<file path="src/rtl/native2axil_adapter_pkg.sv">
// rtl/native2axil_adapter_pkg.sv - AXI4-Lite constants and FSM state encoding for the native-to-AXI4-Lite adapter
//
// Purpose: shared definitions for native2axil_adapter.
//   AXI_RESP_W / AXI_PROT_W : AXI4-Lite response and protection field widths.
//   AXI_RESP_OKAY           : the only response code treated as success.
//   AXI_PROT_DEFAULT        : unprivileged, secure, data access.
//   state_t                 : 3-bit adapter FSM state.
package native2axil_adapter_pkg;

  localparam int AXI_RESP_W = 2;
  localparam int AXI_PROT_W = 3;

  localparam logic [AXI_RESP_W-1:0] AXI_RESP_OKAY    = 2'b00;
  localparam logic [AXI_PROT_W-1:0] AXI_PROT_DEFAULT = 3'b000;

  typedef enum logic [2:0] {
    ST_IDLE    = 3'd0,
    ST_WR_REQ  = 3'd1,
    ST_WR_RESP = 3'd2,
    ST_RD_REQ  = 3'd3,
    ST_RD_DATA = 3'd4,
    ST_ACK     = 3'd5
  } state_t;

endpackage

</file>
<file path="src/rtl/native2axil_adapter.sv">
// rtl/native2axil_adapter.sv - single-outstanding native request to AXI4-Lite master bridge
//
// Purpose: turns one native request (valid/addr/wdata/wstrb) into one AXI4-Lite
// read (wstrb == 0) or write (wstrb != 0) and answers with a one-cycle ready pulse.
//
// Ports:
//   clk, rst                     clock, synchronous active-high reset
//   valid, addr, wdata, wstrb    native request, held by the master until ready
//   rdata, ready, err            native completion: ready pulses one cycle, err marks a non-OKAY response,
//                                rdata holds the last read data
//   m_axil_aw*/w*/b*             AXI4-Lite write address, write data and write response channels
//   m_axil_ar*/r*                AXI4-Lite read address and read data channels
module native2axil_adapter
  import native2axil_adapter_pkg::*;
#(
  parameter int AXIL_ADDR_W = 32,
  parameter int AXIL_DATA_W = 32
) (
  input  logic                     clk,
  input  logic                     rst,
  input  logic                     valid,
  input  logic [AXIL_ADDR_W-1:0]   addr,
  input  logic [AXIL_DATA_W-1:0]   wdata,
  input  logic [AXIL_DATA_W/8-1:0] wstrb,
  output logic [AXIL_DATA_W-1:0]   rdata,
  output logic                     ready,
  output logic                     err,
  output logic [AXIL_ADDR_W-1:0]   m_axil_awaddr,
  output logic [AXI_PROT_W-1:0]    m_axil_awprot,
  output logic                     m_axil_awvalid,
  input  logic                     m_axil_awready,
  output logic [AXIL_DATA_W-1:0]   m_axil_wdata,
  output logic [AXIL_DATA_W/8-1:0] m_axil_wstrb,
  output logic                     m_axil_wvalid,
  input  logic                     m_axil_wready,
  input  logic [AXI_RESP_W-1:0]    m_axil_bresp,
  input  logic                     m_axil_bvalid,
  output logic                     m_axil_bready,
  output logic [AXIL_ADDR_W-1:0]   m_axil_araddr,
  output logic [AXI_PROT_W-1:0]    m_axil_arprot,
  output logic                     m_axil_arvalid,
  input  logic                     m_axil_arready,
  input  logic [AXIL_DATA_W-1:0]   m_axil_rdata,
  input  logic [AXI_RESP_W-1:0]    m_axil_rresp,
  input  logic                     m_axil_rvalid,
  output logic                     m_axil_rready
);

  localparam int STRB_W = AXIL_DATA_W / 8;

  state_t                 r_state,   w_state;
  logic [AXIL_ADDR_W-1:0] r_addr,    w_addr;
  logic [AXIL_DATA_W-1:0] r_wdata,   w_wdata;
  logic [STRB_W-1:0]      r_wstrb,   w_wstrb;
  logic [AXIL_DATA_W-1:0] r_rdata,   w_rdata;
  logic                   r_awvalid, w_awvalid;
  logic                   r_wvalid,  w_wvalid;
  logic                   r_bready,  w_bready;
  logic                   r_arvalid, w_arvalid;
  logic                   r_rready,  w_rready;
  logic                   r_ready,   w_ready;
  logic                   r_err,     w_err;
  logic                   r_aw_done, w_aw_done;
  logic                   r_w_done,  w_w_done;

  logic w_aw_hs;
  logic w_w_hs;
  logic w_b_hs;
  logic w_ar_hs;
  logic w_r_hs;

  assign w_aw_hs = r_awvalid & m_axil_awready;
  assign w_w_hs  = r_wvalid  & m_axil_wready;
  assign w_b_hs  = r_bready  & m_axil_bvalid;
  assign w_ar_hs = r_arvalid & m_axil_arready;
  assign w_r_hs  = r_rready  & m_axil_rvalid;

  always_comb begin
    w_state   = r_state;
    w_addr    = r_addr;
    w_wdata   = r_wdata;
    w_wstrb   = r_wstrb;
    w_rdata   = r_rdata;
    w_awvalid = r_awvalid;
    w_wvalid  = r_wvalid;
    w_bready  = r_bready;
    w_arvalid = r_arvalid;
    w_rready  = r_rready;
    w_ready   = 1'b0;
    w_err     = r_err;
    w_aw_done = r_aw_done;
    w_w_done  = r_w_done;

    case (r_state)
      ST_IDLE: begin
        if (valid) begin
          // AXI payload comes from these copies so the master's live inputs
          // cannot disturb a channel that is already asserted.
          w_addr    = addr;
          w_wdata   = wdata;
          w_wstrb   = wstrb;
          w_aw_done = 1'b0;
          w_w_done  = 1'b0;
          if (wstrb != '0) begin
            w_state   = ST_WR_REQ;
            w_awvalid = 1'b1;
            w_wvalid  = 1'b1;
          end else begin
            w_state   = ST_RD_REQ;
            w_arvalid = 1'b1;
          end
        end
      end

      ST_WR_REQ: begin
        // AW and W complete independently, in either order or together.
        if (w_aw_hs) w_awvalid = 1'b0;
        if (w_w_hs)  w_wvalid  = 1'b0;
        w_aw_done = r_aw_done | w_aw_hs;
        w_w_done  = r_w_done  | w_w_hs;
        if (w_aw_done && w_w_done) begin
          w_state  = ST_WR_RESP;
          w_bready = 1'b1;
        end
      end

      ST_WR_RESP: begin
        if (w_b_hs) begin
          w_bready = 1'b0;
          w_err    = (m_axil_bresp != AXI_RESP_OKAY);
          w_ready  = 1'b1;
          w_state  = ST_ACK;
        end
      end

      ST_RD_REQ: begin
        if (w_ar_hs) begin
          w_arvalid = 1'b0;
          w_rready  = 1'b1;
          w_state   = ST_RD_DATA;
        end
      end

      ST_RD_DATA: begin
        if (w_r_hs) begin
          w_rdata  = m_axil_rdata;
          w_err    = (m_axil_rresp != AXI_RESP_OKAY);
          w_rready = 1'b0;
          w_ready  = 1'b1;
          w_state  = ST_ACK;
        end
      end

      ST_ACK: begin
        // The master still holds the request it just completed, so valid is
        // not looked at here; err only accompanies the ready pulse.
        w_err   = 1'b0;
        w_state = ST_IDLE;
      end

      default: begin
        w_state = ST_IDLE;
      end
    endcase
  end

  always_ff @(posedge clk) begin
    if (rst) begin
      r_state   <= ST_IDLE;
      r_addr    <= '0;
      r_wdata   <= '0;
      r_wstrb   <= '0;
      r_rdata   <= '0;
      r_awvalid <= 1'b0;
      r_wvalid  <= 1'b0;
      r_bready  <= 1'b0;
      r_arvalid <= 1'b0;
      r_rready  <= 1'b0;
      r_ready   <= 1'b0;
      r_err     <= 1'b0;
      r_aw_done <= 1'b0;
      r_w_done  <= 1'b0;
    end else begin
      r_state   <= w_state;
      r_addr    <= w_addr;
      r_wdata   <= w_wdata;
      r_wstrb   <= w_wstrb;
      r_rdata   <= w_rdata;
      r_awvalid <= w_awvalid;
      r_wvalid  <= w_wvalid;
      r_bready  <= w_bready;
      r_arvalid <= w_arvalid;
      r_rready  <= w_rready;
      r_ready   <= w_ready;
      r_err     <= w_err;
      r_aw_done <= w_aw_done;
      r_w_done  <= w_w_done;
    end
  end

  assign rdata          = r_rdata;
  assign ready          = r_ready;
  assign err            = r_err;
  assign m_axil_awaddr  = r_addr;
  assign m_axil_awprot  = AXI_PROT_DEFAULT;
  assign m_axil_awvalid = r_awvalid;
  assign m_axil_wdata   = r_wdata;
  assign m_axil_wstrb   = r_wstrb;
  assign m_axil_wvalid  = r_wvalid;
  assign m_axil_bready  = r_bready;
  assign m_axil_araddr  = r_addr;
  assign m_axil_arprot  = AXI_PROT_DEFAULT;
  assign m_axil_arvalid = r_arvalid;
  assign m_axil_rready  = r_rready;

endmodule

</file>
<file path="config.mk">
export PLATFORM = sky130hd
export DESIGN_NAME = native2axil_adapter
export DESIGN_NICKNAME = d
export VERILOG_FILES = /design/src/rtl/native2axil_adapter_pkg.sv /design/src/rtl/native2axil_adapter.sv
export SDC_FILE = /design/constraint.sdc
export NUM_CORES = 1
export LEC_CHECK = 0
export CAP_MARGIN = 20
export CELL_PAD_IN_SITES_DETAIL_PLACEMENT = 1
export CELL_PAD_IN_SITES_GLOBAL_PLACEMENT = 1
export CORE_MARGIN = 3
export CORE_UTILIZATION = 28
export DETAILED_ROUTE_END_ITERATION = 10
export PLACE_DENSITY = 0.85
export SYNTH_ARGS = -nofsm -noshare
export SYNTH_HDL_FRONTEND = slang
export SYNTH_SLANG_ARGS = --single-unit
</file>
<file path="constraint.sdc">
create_clock -name clk -period 2.09 [get_ports clk]
set_input_delay 0.418 -clock clk [delete_from_list [all_inputs] [get_ports clk]]
set_output_delay 0.418 -clock clk [all_outputs]
set_load 0.1 [all_outputs]
</file>
==> impl_summary.md, run 1 <==
Cells and area
Leaving out fill and tap cells, the most frequent cell in the layout is nand2_1. The end-of-flow core utilization is 45.56%. Leaving out fill and tap cells, the most frequent cells in the layout are nand2_1, buf_4, dfxtp_1, clkdlybuf4s50_1, a21oi_1. The net count of the finished layout is 859. The number of non-filler instances in the completed layout is 936. The area growth from synthesis to final layout is 55.91%.

Cells with a size suffix above 1 make up 22.74% of the layout. The count of antenna diodes in the layout is 0.

STA
Setup repair after global routing left no endpoint under its margin. The sum of negative setup slack is 0 ns. The worst hold slack after final layout is 0.4576 ns. The final-report hold violation count is 0. For the finished layout, the period the worst path requires is 1.747 ns. The final clock period utilization by the worst path is 83.60%. The final setup violation count is 0.

On the final layout, the worst clock skew is around 0.0051 ns. Derived from the worst setup path, the maximum achievable clock frequency is around 570 MHz. The max-slew violation count is 0.

CTS
The number of clock buffers added by TritonCTS is 9. The TritonCTS clock tree is done. Once the clock tree was built, the resizer swapped 0 gates to a different size.

The number of sinks on the clock net is between 100 and 150. The maximum buffer depth of the clock tree is 2. The number of hold-repair buffers added at the cts stage is 0. The number of levels the H-tree was split into is 3.

The clock slew seen by the registers of the worst setup and hold paths is 0.07 ns. The root buffer cell chosen for the clock tree is clkbuf_16. The clock latency on the worst-skew pair is 0.34 ns.

The number of setup buffers added after CTS is 0.

Worst setup path
At the worst endpoint, the required time is 2.31 ns. The class of the most critical setup path is flip-flop to flip-flop. The kind of cell with the highest combined delay on the critical path is simple AND/OR/NAND/NOR gates. The worst setup path is captured at a flip-flop.

The worst register-to-register path has a depth of 5. The maximum fanout encountered on the critical timing path is 33. The critical path arrival is between 1.5 and 2 ns. The worst-path cell with the longest stage delay is dfxtp_1. Walking the worst path, the cells encountered are nor3b_1 > nand3_2 > buf_4 > nand2_1 > a21oi_1.

Counting both buffers and inverters, the worst setup path holds a total of 1. The nature of the critical path startpoint is a flip-flop. In this run the number of cells on the critical path is 5. In this design, the stage delay of the slowest critical-path cell is 0.57 ns.

Synth
For this run, the leading register cell type out of synthesis is dfxtp_1. For this run, the register share of the synthesized area comes to 51.81%. Counting every instance in the synthesized netlist gives 544.

The number of synthesized register bits is 112. Of the post-synthesis cell area, the dominant cell type holds 51.81%. Counting flops with a built-in enable in the synthesized netlist gives 0. Sorting the synthesized cells by area gives the leading types as dfxtp_1, nand2_1, a21oi_1. Dividing the synthesized area by the synthesized cell count gives 7.956 um^2. The proportion of register bits with asynchronous set or reset after synthesis is 0%. Summed over all instances, the cell type with the most area after synthesis is dfxtp_1. The synthesized area is 4328 um^2. The synthesized netlist contains 33 unique library cells.

Yosys printed 0 warnings.

Min path
The number of cells traversed by the worst hold path is 2. The path category of the worst min-delay check is flip-flop to flip-flop.

Job
Across the run, the number of max-cap violations was 0.

GRT
The number of antenna violations at the first check in global routing was 1. The maximum number of pins on one net before global-route repair is 53. The leftover overflow at the end of global routing is 0. The global-route usage over all layers is 16.39%. The global-route wire length before repair is 22.09 mm. The via count of the first global-routing pass is 4460.

Detailed routing
The detailed-route wire length per cell is 15.80 um. The first-iteration detailed-routing DRC count is between 100 and 150. In the routed design, unresolved DRC markers number 0. The pre-antenna-repair detailed-routing pass consisted of 6 iterations.

In this run the remaining antenna-violating nets after routing total 0. Detailed routing inserted a total of ~4400 vias. After detailed routing, the total wire length is 14.79 mm.

Using the TritonRoute via totals, the vias-per-cell ratio works out to 4.667.

Floorplanning
The floorplan has 44 rows. In this run the standard cell core region covers 14810 um^2. The total I/O pin count is 257. From left edge to right edge, the die measures ~130 um. The die is 130.3 um tall.

The initial core utilization is approximately 30%. The die outline area is 16980 um^2.

Placed design
The congestion estimate from routability-driven global placement came to 0.7390. The wire-length estimate of the detail-placed layout is 11.27 mm. The count of buffers added on input and output ports is 250. After detailed placement, the design holds a cell count of 920.

Pwr
The power density over cell area is 1352 nW/um^2. The reported leakage power is 2.789 nW. The largest voltage drop on the vdd net is 736.3 uV.

Run status
The flow ran to the end, and the final reports show no timing, DRC or antenna violations.
==> worst register-to-register path: stages, from the launching register on <==
cell and delay [ns]:
dfxtp_1 0.57, nor3b_1 0.47, nand3_2 0.13, buf_4 0.26, nand2_1 0.12, a21oi_1 0.07
==> Yosys cell counts (2+ instances only) <==
cell / number
a21oi_1: 107
inv_1: 2
dfxtp_1: 112
nor2_1: 7
buf_2: 20
nor3_1: 2
nand2_1: 209
o211ai_1: 2
buf_4: 40
nand3_1: 3
clkbuf_1: 12
nand2b_1: 3
nor3b_2: 2
a32oi_1: 2
a31oi_1: 2
mux2i_1: 2
==> area by class of cell <==
type                    instances  area (um^2)
clock inverters                 5        78.83
repair buffers                260         2290
flip-flops and latches        112         2242
inverters                       2        7.507
well taps                     184        230.2
multi-input cells             362         1647
clock buffers                  11        252.7
fillers                      1757         8061
==> sequential cells by signal, summed over array words and instances, names as in the netlist <==
register,cells
err,1
m_axil_araddr,32
m_axil_arvalid,1
m_axil_awvalid,1
m_axil_bready,1
m_axil_rready,1
m_axil_wdata,32
m_axil_wstrb,4
m_axil_wvalid,1
r_aw_done,1
r_state,3
r_w_done,1
rdata,32
ready,1
==> report_power, final <==
group / internal (mW) / total [mW] / switching [mW]
clock network: 1.11 / 1.88 / 0.768
logic: 1.01 / 4.59 / 3.58
registers: 2.41 / 2.65 / 0.236
==> routing by layer <==
| layer | vias up | global-route usage [%] | part of all wire, % |
|---|---|---|---|
| met3 | 27 | 6.263 | 8.8 |
| li1 | 2128 | - | - |
| met2 | 172 | 30.14 | 51 |
| met5 | - | 0 | 0.088 |
| met4 | 2 | 5.562 | 2.4 |
| met1 | 2039 | 17.00 | 38 |
==> cells by family after synthesis <==
logic type,share of synthesized area [%]
and+or+nand+nor,21.83
AOI/OAI and AO/OA,15.09
DFF,51.81
buffers and inverters,10.73
muxes,0.4626
other,0.08665
==> stage by stage <==
stage / power (mW) / worst slack, ns / instance area, um^2
2_1_floorplan: 6.348 / 0.1514 / 4347
3_3_place_gp: 7.227 / 0.1979 / 6416
3_5_place_dp: 7.327 / 0.1140 / 6416
4_1_cts: 9.247 / 0.3135 / 6748
5_1_grt: 9.535 / 0.1785 / 6748
6_report: 9.124 / 0.3427 / 6748
==> path summary, 6_finish.rpt <==
check        slack (ns)  startpoint         to
min reg2reg        0.46    rdata[3]   rdata[3]
min                0.46    rdata[3]   rdata[3]
max reg2reg        0.34  r_state[2]  rdata[24]
max                0.34  r_state[2]  rdata[24]
Note: power is estimated with default switching activity, not from simulation.
==> run 2, diff against run 1 <==
Settings changed: CORE_UTILIZATION 28 to 23, PLACE_DENSITY 0.85 to 0.74.
Clock period 2.09 ns to 1.5 ns, I/O delays scaled along.
==> run 2 against run 1 <==
Via count increased by 2.5%. Power up 66%. Sequential share of layout area shrank 8.0 points. Critical path type unchanged. Critical endpoint is now m_axil_wdata[19]. Highest routed layer unchanged.
==> impl_summary.md, run 2 (same netlist as run 1, synthesis figures left out) <==
Worst setup path
The worst setup path is launched from a flip-flop. The endpoint required time on the critical path is 1.77 ns (-0.54 ns). The class of the most critical setup path is flip-flop to flip-flop. The maximum fanout encountered on the critical timing path came to 7 (-79%).

The kind of end point of the critical path is a flip-flop. The critical path arrival came to 1.73 ns (-0.23 ns).

Floorplanning
The total I/O pin count was 257 (unchanged). The total core area is 18210 um^2 (+23%). The die outline area is 20500 um^2 (+21%). The die span in y is 143.2 um (+9.9%).

The overall die width is 143.2 um (+9.9%). The number of rows in the core area was 49 (+11%). The initial core utilization is 23.77% (-5.5 points).

STA
The final setup violation count is 0 (unchanged). The upper clock frequency limit is 687.8 MHz (+20%). The max-slew violation count is 0 (unchanged). The final clock period utilization by the worst path was 96.92% (+13 points). The worst clock skew on the final layout is 0.01094 ns (+0.005872 ns). The final-report hold violation count is 0 (unchanged). Setup repair after global routing could not meet its margin everywhere. The clock period minus final worst setup slack is 1.454 ns (-0.2934 ns).

Detailed routing
The via-per-instance ratio was 4.436 (-4.9%). The first-iteration detailed-routing DRC count is 140 (+15%). The length of the first detailed-routing pass in iterations is 4 (-2).

The count of antenna-violating nets left after detailed routing came to 0 (unchanged). The detailed-route wire length per cell is 16.36 um (+3.5%). The total via count after detailed routing is 4476 (+2.5%). The number of remaining DRC errors came to 0 (unchanged). The final wirelength is 16.51 mm (+12%).

GRT
The leftover overflow at the end of global routing is 0 (unchanged). The global-route usage over all layers is 15.05% (-1.3 points). The global-route wire length before repair is 24.45 mm (+11%).

The number of antenna violations at the first check in global routing came to 1 (unchanged). The via count of the first global-routing pass is 4442 (-0.40%). The maximum number of pins on one net before global-route repair is 53 (unchanged).

Placed design
The final weighted congestion in routability-driven placement is 0.7472 (+1.1%). The half-perimeter wire length of the detailed placement result is 12.40 mm (+10%). The number of cells in the design after placement is 984 (+7.0%).

The placed cell area came to 8491 um^2 (+32%). The port buffer count is 250 (unchanged).

Job
The count of maximum capacitance violations is 0 (unchanged).

Cells and area
The most frequent standard cell in the layout excluding fill and tap cells is nand2_1. The final design instance area without fill is 9114 um^2 (+35%). The end-of-flow core utilization is 50.05% (+4.5 points).

The number of non-filler instances in the completed layout is 1009 (+7.8%). The net count of the finished layout is 886 (+3.1%). The share of final-layout standard cells stronger than drive strength 1 is 34.79% (+12 points). The area growth from synthesis to final layout is 110.6%. In the layout the commonest cells are nand2_1, buf_12, clkdlybuf4s50_1, a21oi_1, dfxtp_1. The number of fillers in the final layout is 1959 (+11%).

CTS
The number of hold-repair buffers added at the cts stage came to 0 (unchanged). The maximum buffer depth of the clock tree came to 2 (unchanged). The total CTS buffers was 9 (unchanged). The number of sinks on the clock net is 112 (unchanged).

The clock slew seen by the registers of the worst setup and hold paths came to 0.08 ns (about the same). Clock tree synthesis selected as its root buffer the cell clkbuf_16. The clock latency on the worst-skew pair is 0.35 ns (about the same). TritonCTS built the clock tree. The number of levels the H-tree was split into is 3 (unchanged).

Min path
The path category of the worst min-delay check is input pin to flip-flop.

Run status
The run finished with clean final reports.

Pwr
The largest voltage drop on the vdd net is 696.0 uV (-5.5%). The reported leakage power is 3.430 nW (+23%). The power density over cell area was 1660 nW/um^2 (+23%).
## run 2: changes by cell type in the layout (fill, tap and decap cells not counted), sizes merged
cell,previous run,this run
clkinv,3,2
clkinvlp,0,2
diode,0,1
clkbuf,11,16
buf,150,171
inv,2,3
bufinv,2,1
## run 2: worst max-delay path, stage by stage (launching register included)
cell       delay, ns
dfxtp_2         0.34
buf_6           0.13
nor4b_4         0.27
buf_6           0.16
buf_12          0.14
clkbuf_16       0.15
nand2_1         0.06
a21oi_1         0.14
## run 2: final cells by class
class | count | area, um^2 | share of cell area (%)
multi-input combinational | 362 | 1773 | 19.45
tap | 229 | 286.5 | 3.144
sequential | 112 | 2297 | 25.21
clock inverter | 6 | 67.56 | 0.7414
timing repair buffer | 287 | 4451 | 48.83
clock buffer | 10 | 229.0 | 2.512
inverter | 2 | 7.507 | 0.08237
antenna | 1 | 2.502 | 0.02746
## run 2: final timing paths
check | start | to | slack (ns) | depth (start not counted)
max | r_state[0] | m_axil_wdata[19] | 0.05 | 7
min | rst | m_axil_araddr[25] | 0.34 | 2
max reg2reg | r_state[0] | m_axil_wdata[19] | 0.05 | 7
min reg2reg | r_aw_done | r_aw_done | 0.49 | 2
## run 2: routing by layer
| layer | wire length, um | track usage, % |
|---|---|---|
| met1 | 6546 | 17.93 |
| met2 | 8362 | 25.82 |
| met3 | 1271 | 4.990 |
| met4 | 309 | 4.402 |
| met5 | 18 | 0 |
## run 2: timing repair
| item | CTS | global route |
|---|---|---|
| resized for setup | 3 | 46 |
| endpoints found under the setup margin | 40 | 71 |
| setup buffers | 0 | 2 |
| pin swaps | 0 | 12 |
| gates cloned | 0 | 6 |
## run 2: power breakdown
group	internal (mW)	switching [mW]	leakage, nW	total (mW)
clock network	1.31	1.15	0.139	2.45
logic	3.39	5.31	2.36	8.70
registers	3.41	0.569	0.930	3.98
## run 2: through the flow
stage / hold WS (ns) / power [mW] / TNS, ns / worst slack (ns)
floorplan: 0.4086 / 8.887 / 0 / 0.04941
global placement: 0.4650 / 12.11 / -11.60 / -0.1568
detailed placement: 0.4801 / 12.22 / -16.40 / -0.2272
CTS: 0.3236 / 14.76 / 0 / 0.01647
global route: 0.3392 / 15.78 / -0.2093 / -0.06622
finish: 0.3367 / 15.13 / 0 / 0.04616
